File: src/rtl/rv32i_pipe_ctrl.sv
// rv32i_pipe_ctrl: central stall/flush controller for the RV32I pipeline.
// Handles load-use hazards, taken branch/jump redirects, data-memory wait
// states, post-reset flushing, and a debug halt/single-step FSM. It also
// keeps saturating stall/flush event counters.
//
// state  | meaning
// -------+-------------------------------------------------------------
// INIT   | post-reset flush, fetch held for RESET_FLUSH_CYCLES cycles
// RUN    | normal operation, hazard resolution active
// DRAIN  | fetch stopped, bubbles injected until the back-end is empty
// HALTED | debug halt, whole pipe frozen
// STEP   | one cycle of free flow to let a single instruction in
module rv32i_pipe_ctrl #(
  parameter int NUM_STAGES         = 5,
  parameter int RESET_FLUSH_CYCLES = 2,
  parameter int CNT_W              = 16
) (
  input  logic                  clk_i,
  input  logic                  rst_ni,
  input  logic                  id_valid_i,
  input  logic [4:0]            id_rs1_addr_i,
  input  logic [4:0]            id_rs2_addr_i,
  input  logic                  id_rs1_used_i,
  input  logic                  id_rs2_used_i,
  input  logic                  ex_valid_i,
  input  logic                  ex_memread_i,
  input  logic [4:0]            ex_rd_addr_i,
  input  logic                  bj_taken_i,
  input  logic                  mem_busy_i,
  input  logic                  dbg_halt_req_i,
  input  logic                  dbg_resume_i,
  input  logic                  dbg_step_i,
  output logic [NUM_STAGES-1:0] stall_o,
  output logic [NUM_STAGES-1:0] flush_o,
  output logic                  halted_o,
  output logic [2:0]            state_o,
  output logic [CNT_W-1:0]      stall_cnt_o,
  output logic [CNT_W-1:0]      flush_cnt_o
);

  typedef enum logic [2:0] {
    S_INIT   = 3'd0,
    S_RUN    = 3'd1,
    S_DRAIN  = 3'd2,
    S_HALTED = 3'd3,
    S_STEP   = 3'd4
  } state_t;

  localparam int IW = (RESET_FLUSH_CYCLES > 1) ? $clog2(RESET_FLUSH_CYCLES) : 1;
  localparam logic [IW-1:0] INIT_LOAD  = IW'(RESET_FLUSH_CYCLES - 1);
  // NUM_STAGES is at most 8, so the drain count fits in 3 bits.
  localparam logic [2:0]    DRAIN_LOAD = 3'(NUM_STAGES - 1);

  state_t                  r_state;
  logic [IW-1:0]           r_init_cnt;
  logic [2:0]              r_drain_cnt;
  logic                    r_halted;
  logic [CNT_W-1:0]        r_stall_cnt;
  logic [CNT_W-1:0]        r_flush_cnt;

  logic                    w_load_use;
  logic                    w_bj_flush;
  logic [NUM_STAGES-1:0]   w_stall;
  logic [NUM_STAGES-1:0]   w_flush;

  assign w_load_use = id_valid_i & ex_valid_i & ex_memread_i & (ex_rd_addr_i != 5'd0) &
                      ((id_rs1_used_i & (id_rs1_addr_i == ex_rd_addr_i)) |
                       (id_rs2_used_i & (id_rs2_addr_i == ex_rd_addr_i)));

  // Per-stage hold/bubble decode from current state and hazard inputs.
  always_comb begin
    w_stall    = '0;
    w_flush    = '0;
    w_bj_flush = 1'b0;
    case (r_state)
      S_INIT: begin
        w_stall[0] = 1'b1;
        w_flush    = '1;
      end
      S_RUN: begin
        if (mem_busy_i) begin
          w_stall = '1;
        end else if (bj_taken_i) begin
          w_flush[0] = 1'b1;
          w_flush[1] = 1'b1;
          w_bj_flush = 1'b1;
        end else if (w_load_use) begin
          w_stall[0] = 1'b1;
          w_stall[1] = 1'b1;
          w_flush[2] = 1'b1;
        end
      end
      S_DRAIN: begin
        if (mem_busy_i) begin
          w_stall = '1;
        end else begin
          // IF stays held; the flush wins inside IF when a redirect arrives.
          w_stall[0] = 1'b1;
          w_flush[0] = 1'b1;
          if (bj_taken_i) begin
            w_flush[1] = 1'b1;
            w_bj_flush = 1'b1;
          end
        end
      end
      S_HALTED: begin
        w_stall = '1;
      end
      default: begin
        w_stall = '0;
        w_flush = '0;
      end
    endcase
  end

  // Control FSM with drain/init timers, halted flag and event counters.
  always_ff @(posedge clk_i or negedge rst_ni) begin
    if (!rst_ni) begin
      r_state     <= S_INIT;
      r_init_cnt  <= INIT_LOAD;
      r_drain_cnt <= DRAIN_LOAD;
      r_halted    <= 1'b0;
      r_stall_cnt <= '0;
      r_flush_cnt <= '0;
    end else begin
      if (w_bj_flush && !(&r_flush_cnt)) begin
        r_flush_cnt <= r_flush_cnt + CNT_W'(1);
      end
      case (r_state)
        S_INIT: begin
          if (r_init_cnt == '0) begin
            r_state <= S_RUN;
          end else begin
            r_init_cnt <= r_init_cnt - IW'(1);
          end
        end
        S_RUN: begin
          if (w_stall[0] && !(&r_stall_cnt)) begin
            r_stall_cnt <= r_stall_cnt + CNT_W'(1);
          end
          if (dbg_halt_req_i) begin
            r_state     <= S_DRAIN;
            r_drain_cnt <= DRAIN_LOAD;
          end
        end
        S_DRAIN: begin
          if (!mem_busy_i) begin
            r_drain_cnt <= r_drain_cnt - 3'd1;
            if (r_drain_cnt == 3'd1) begin
              r_state  <= S_HALTED;
              r_halted <= 1'b1;
            end
          end
        end
        S_HALTED: begin
          if (dbg_resume_i) begin
            r_state  <= S_RUN;
            r_halted <= 1'b0;
          end else if (dbg_step_i) begin
            r_state  <= S_STEP;
            r_halted <= 1'b0;
          end
        end
        S_STEP: begin
          r_state     <= S_DRAIN;
          r_drain_cnt <= DRAIN_LOAD;
        end
        default: begin
          r_state <= S_INIT;
        end
      endcase
    end
  end

  assign stall_o     = w_stall;
  assign flush_o     = w_flush;
  assign halted_o    = r_halted;
  assign state_o     = r_state;
  assign stall_cnt_o = r_stall_cnt;
  assign flush_cnt_o = r_flush_cnt;

endmodule

File: config.mk
export PLATFORM = sky130hd
export DESIGN_NAME = rv32i_pipe_ctrl
export DESIGN_NICKNAME = d
export VERILOG_FILES = /design/src/rtl/rv32i_pipe_ctrl.sv
export SDC_FILE = /design/constraint.sdc
export NUM_CORES = 1
export LEC_CHECK = 0
export ABC_AREA = 1
export BUFFER_PORTS_ARGS = -buffer_cell sky130_fd_sc_hd__buf_2
export CORE_UTILIZATION = 40
export DETAILED_ROUTE_END_ITERATION = 6
export RECOVER_POWER = 25
export SYNTH_ARGS = -nofsm -noshare
export SYNTH_HDL_FRONTEND = slang
export SYNTH_SLANG_ARGS = --single-unit
File: constraint.sdc
create_clock -name clk_i -period 4.4 [get_ports clk_i]
set_clock_uncertainty 0.2 [all_clocks]
set_input_delay 0.22 -clock clk_i [delete_from_list [all_inputs] [get_ports clk_i]]
set_output_delay 0.22 -clock clk_i [all_outputs]
set_load 0.1 [all_outputs]
After elaboration in Yosys (flattened, before gate mapping)
Cells that the tools add are included.
{"block": "totals", "reg_bits": 40, "input_bits": 27, "out_inout_bits": 46}
{"block": "classes", "addsub": 4, "eq_ne": 12, "mux": 34, "bitwise_logic": 7, "reduce_logical": 16}
{"operator": "$add 16x1->16 const B", "count": 2}
{"operator": "$reduce_and 16->1", "count": 2}
{"operator": "$mux 3", "count": 10}
{"operator": "$pmux 3 s5", "count": 1}
{"operator": "$mux 2", "count": 6}
{"operator": "$pmux 4 s3", "count": 1}
{"operator": "$eq 5x5->1", "count": 2}
{"operator": "$mux 1", "count": 10}
{"operator": "$pmux 3 s3", "count": 1}
{"operator": "$ne 2x2->1 const B", "count": 4}
{"operator": "$and 1x1->1", "count": 6}
{"operator": "$eq 3x1->1 const B", "count": 2}
{"operator": "$eq 3x2->1 const B", "count": 2}
{"operator": "$pmux 1 s2", "count": 3}
{"operator": "$pmux 2 s3", "count": 1}
{"operator": "$reduce_and 5->1", "count": 1}
{"operator": "$reduce_bool 5->1", "count": 1}
{"operator": "$mux 4", "count": 1}
{"operator": "$reduce_and 4->1", "count": 1}
{"operator": "$eq 3x3->1 const B", "count": 1}
{"operator": "$logic_not 3->1", "count": 1}
{"operator": "$ne 3x3->1 const B", "count": 1}
{"operator": "$reduce_and 3->1", "count": 1}
{"operator": "$reduce_bool 3->1", "count": 1}
{"operator": "9 further kinds", "count": 11}

Depth between registers and ports, before layout
{"block": "depth", "depth_word": 10, "depth_mapped": 12}

Least setup slack after synthesis
OpenSTA, ideal clock, no wires.
{"block": "synth_path", "path_type": "flip-flop to output port", "startpoint": "register r_state[0], in the netlist state_o[0]", "endpoint": "output port flush_o[2]", "arrival_ps": 3755, "path_slack_ps": 225, "path_stages_with_launch": 7, "path_buffers": 0, "path_cell_list": "dfrtp_1 -> nand2_2 -> nor2_4 -> inv_2 -> nor3_2 -> nand2_2 -> o21ai_0"}
{"block": "synth_between", "elab_chain_cells": 2}
{"item": "start: declaration", "line_no": "54", "source": "state_t r_state;"}
{"item": "start signal: assignment", "line_no": "119", "source": "r_state <= S_INIT;"}
{"item": "start signal: assignment", "line_no": "132", "source": "r_state <= S_RUN;"}
{"item": "start signal: assignment", "line_no": "142", "source": "r_state <= S_DRAIN;"}
{"item": "$eq 3x1->1 / $logic_not 3->1 (equally long branches)", "line_no": "75", "source": "case (r_state)"}
{"item": "$pmux 1 s2 (*)", "line_no": "75"}
{"item": "end: declaration", "line_no": "34", "source": "output logic [NUM_STAGES-1:0] flush_o,"}
Mark *: on every way between the ends. The rest lies on a longest branch, timed or not.

Final worst setup path
{"block": "layout_path", "startpoint": "register r_state[1], in the netlist state_o[1]", "endpoint": "output port stall_o[0]"}
{"block": "layout_between", "elab_chain_cells": 3}
{"item": "$eq 3x2->1 / $logic_not 3->1 (equally long branches)", "line_no": "75"}
{"item": "$reduce_or 3->1 (no source line)"}
{"item": "$pmux 1 s2 (*)", "line_no": "75"}
{"item": "end: declaration", "line_no": "33", "source": "output logic [NUM_STAGES-1:0] stall_o,"}
Marked as above.

==> impl_metrics.ini <==
[power]
p_per_area_mw_per_mm2 = 783
leakage_nw = 1.72
total_power_mw = 2.50
ir_drop_mv = 0.860

[setup_path]
slowest_delay_ps = 430
r2r_cells = 9
arrival_ps = 2150
r2r-end = stall_cnt_o[10]
crit_path_top_delay_cell = buf_2
critPathMaxFanout = 19
criticalPathCategory = reg2out
crit_required_ps = 3980
cp-start-kind = flip-flop
r2r-start = stall_cnt_o[0]
crit_path_end_kind = output pin
path_cells = inv_2 > nand2_2 > nor2_4 > inv_2 > nor3_2 > nand2_2 > nand2_4 > nor2_1 > nor2_1 > buf_2
r2r_setup_slack_ps = 2330

[place]
io_buffers = 72
dp_hpwl_um = 4640
dp_cells = 512
routabilityCongestion = 0.852

[layout]
diodes = 0
fin_cells = 523
drive_gt1_share_pct = 23.8
nets = 476
layout-area-overhead-vs-synth_pct = 19.6

[worst_hold_path]
worstHoldPathCells = 4
hold_end = state_o[0]
hold_start = dbg_step_i
worstHoldPathType = in2reg

[global_route]
track_usage_pct = 18.3
gr-max-usage-layer = met2
grt.overflow.total = 0
grt_max_degree = 41
met2_usage_pct = 29.3
antenna_found_initial = 0
grt_pass1_wl_um = 10600
first_global_vias = 2461
gr-usage-met1_pct = 23.8
met3_usage_pct = 4.25

[outcome]
violations = max-capacitance violations, max-slew violations
outcome = complete, but fails checks

[clocking]
numClockSinks = 40
cts_setup_buffers = 0
cts.clk_slew.worst_paths_ps = 80
clockBufferDepth = 2
clockRootBuffer = clkbuf_8
cts_buffers = 5
cts_tree = built
htreeDepth = 2
clock_latency_ps = 290

[route]
post_drt_wl_per_cell_um = 11.8
drc = 0
viasPerCell = 4.90
routed_wl_um = 6150
vias = 2563
drt-initial-drc-count = 62
dr.pass1.iters = 4
detail-route-antenna-nets = 0

[synthesis]
synth_cell_types = 30
syn_area_per_cell_um2 = 7.20
synth_edf_count = 0
syn_inst = 370
ys_seq_elements = 40
ys_seq_area_share_pct = 37.7
synth_nets = 401
async_flop_share_pct = 100
synth_ff_type = dfrtp_1
syn-cell-area_mm2 = 0.00266
yosysWarningCount = 0

[timing]
relSlewSlack_pct = -44.2
setup_violations = 0
finalHoldViolations = 0
period_share_pct = 58.4
period_minus_slack_ps = 2570
worst_pin_slew_ps = 2160
fmax_mhz = 389
rsz0062_at_grt = no
holdWs_ps = 69.5
finalMaxSlewViolations = 41
final.setup.tns_ps = 0

[die]
io_pins = 73
initial_core_util_pct = 41.7
dieArea_mm2 = 0.00699
die_y_um = 83.6
rows = 29
die_w_um = 83.6
coreArea_mm2 = 0.00639

[flow_run]
maxCapViolCount = 1
## cell usage in the layout (no fill, tap or decap)
cell,n
a21oi_1,1
buf_2,70
clkbuf_1,2
clkbuf_8,6
clkinv_2,2
dfrtp_1,38
dfstp_2,2
dlygate4sd3_1,3
ha_1,4
inv_1,47
inv_2,3
nand2_1,117
nand2_2,4
nand2_4,2
nand3_1,36
nand3b_1,2
nand4_1,3
nand4_4,1
nor2_1,36
nor2_2,1
nor2_4,3
nor3_1,11
nor3_2,4
nor3b_1,1
o211ai_1,1
o21ai_0,10
o21ai_1,1
o21ai_2,7
o22ai_1,1
or2_2,1
xnor2_1,4
xor2_1,22
## critical path, delay by kind of cell (launching register included)
family / cells / cell delay, ps
DFF: 1 / 400
buffers and inverters: 3 / 590
and+or+nand+nor: 7 / 870
## per-stage QoR
stage	cell area, um^2	utilization, %	setup slack (ps)
2_1_floorplan	2660	-	225
3_3_place_gp	3070	48.0	2180
3_5_place_dp	3070	48.0	2150
4_1_cts	3190	49.9	1810
5_1_grt	3190	49.9	1380
6_report	3190	49.9	1830
## synth_stat cells, types with 2 or more instances
master / number / share of area [%]
nand2_1: 117 / 16
inv_1: 47 / 6.6
dfrtp_1: 38 / 36
nand3_1: 36 / 6.8
nor2_1: 36 / 5.1
xor2_1: 22 / 7.2
nor3_1: 11 / 2.1
o21ai_0: 10 / 1.9
o21ai_2: 7 / 2.3
buf_4: 5 / 1.4
ha_1: 4 / 1.9
nand2_2: 4 / 0.94
nor3_2: 4 / 1.5
xnor2_1: 4 / 1.3
inv_2: 3 / 0.42
nand4_1: 3 / 0.70
nor2_4: 3 / 1.3
dfstp_2: 2 / 2.0
nand2_4: 2 / 0.85
nand3b_1: 2 / 0.56
## worst max path at each step
stage | startpoint | to | cells past startpoint
4_1_cts | state_o[1] | stall_o[0] | 10
3_3_place_gp | state_o[1] | stall_o[0] | 10
2_1_floorplan | state_o[0] | flush_o[2] | 6
3_5_place_dp | state_o[1] | stall_o[0] | 10
6_report | state_o[1] | stall_o[0] | 10
5_1_grt | rst_ni | stall_cnt_o[8] | 2
## cell type report
| cell class | count | area (um^2) |
|---|---|---|
| clock buffer | 6 | 82.6 |
| clock inverter | 2 | 10.0 |
| fill | 672 | 3200 |
| inverter | 50 | 188 |
| multi-input combinational | 273 | 1420 |
| sequential | 40 | 1000 |
| tap | 77 | 96.3 |
| timing repair buffer | 75 | 388 |
## power by group
| group | internal [mW] | switching, mW | leakage (nW) |
|---|---|---|---|
| Clock | 0.125 | 0.134 | 0.0510 |
| Combinational | 0.263 | 1.41 | 1.16 |
| Sequential | 0.461 | 0.0995 | 0.514 |
## routing by layer
layer	part of all wire [%]	vias to the layer above	wire (um)
li1	-	1309	-
met1	48	1175	2950
met2	45	69	2750
met3	5.7	10	348
met4	1.7	0	106
met5	0	-	0
## flip-flops by register name (all words and copies together) (netlist names)
| register | cells |
|---|---|
| r_drain_cnt | 3 |
| r_init_cnt | 1 |
| flush_cnt_o | 16 |
| stall_cnt_o | 16 |
| state_o | 3 |
| halted_o | 1 |
## repair_timing
item | 4_1_cts | 5_1_grt
hold buffers | 3 | 0
endpoints found under the hold margin | 40 | 0
resized for setup | 0 | 0
## cell families (layout without fill, tap and decap cells)
family	after synthesis	after routing	share of synthesized area [%]
flip-flops	40	40	37.7
buffers and inverters	57	133	9.07
AO/OA/AOI/OAI	21	21	5.07
AND/OR/NAND/NOR	222	222	37.8
adder cells (fa/ha/maj)	4	4	1.88
XOR/XNOR	26	26	8.55
Power figures use the tool's default switching activity.
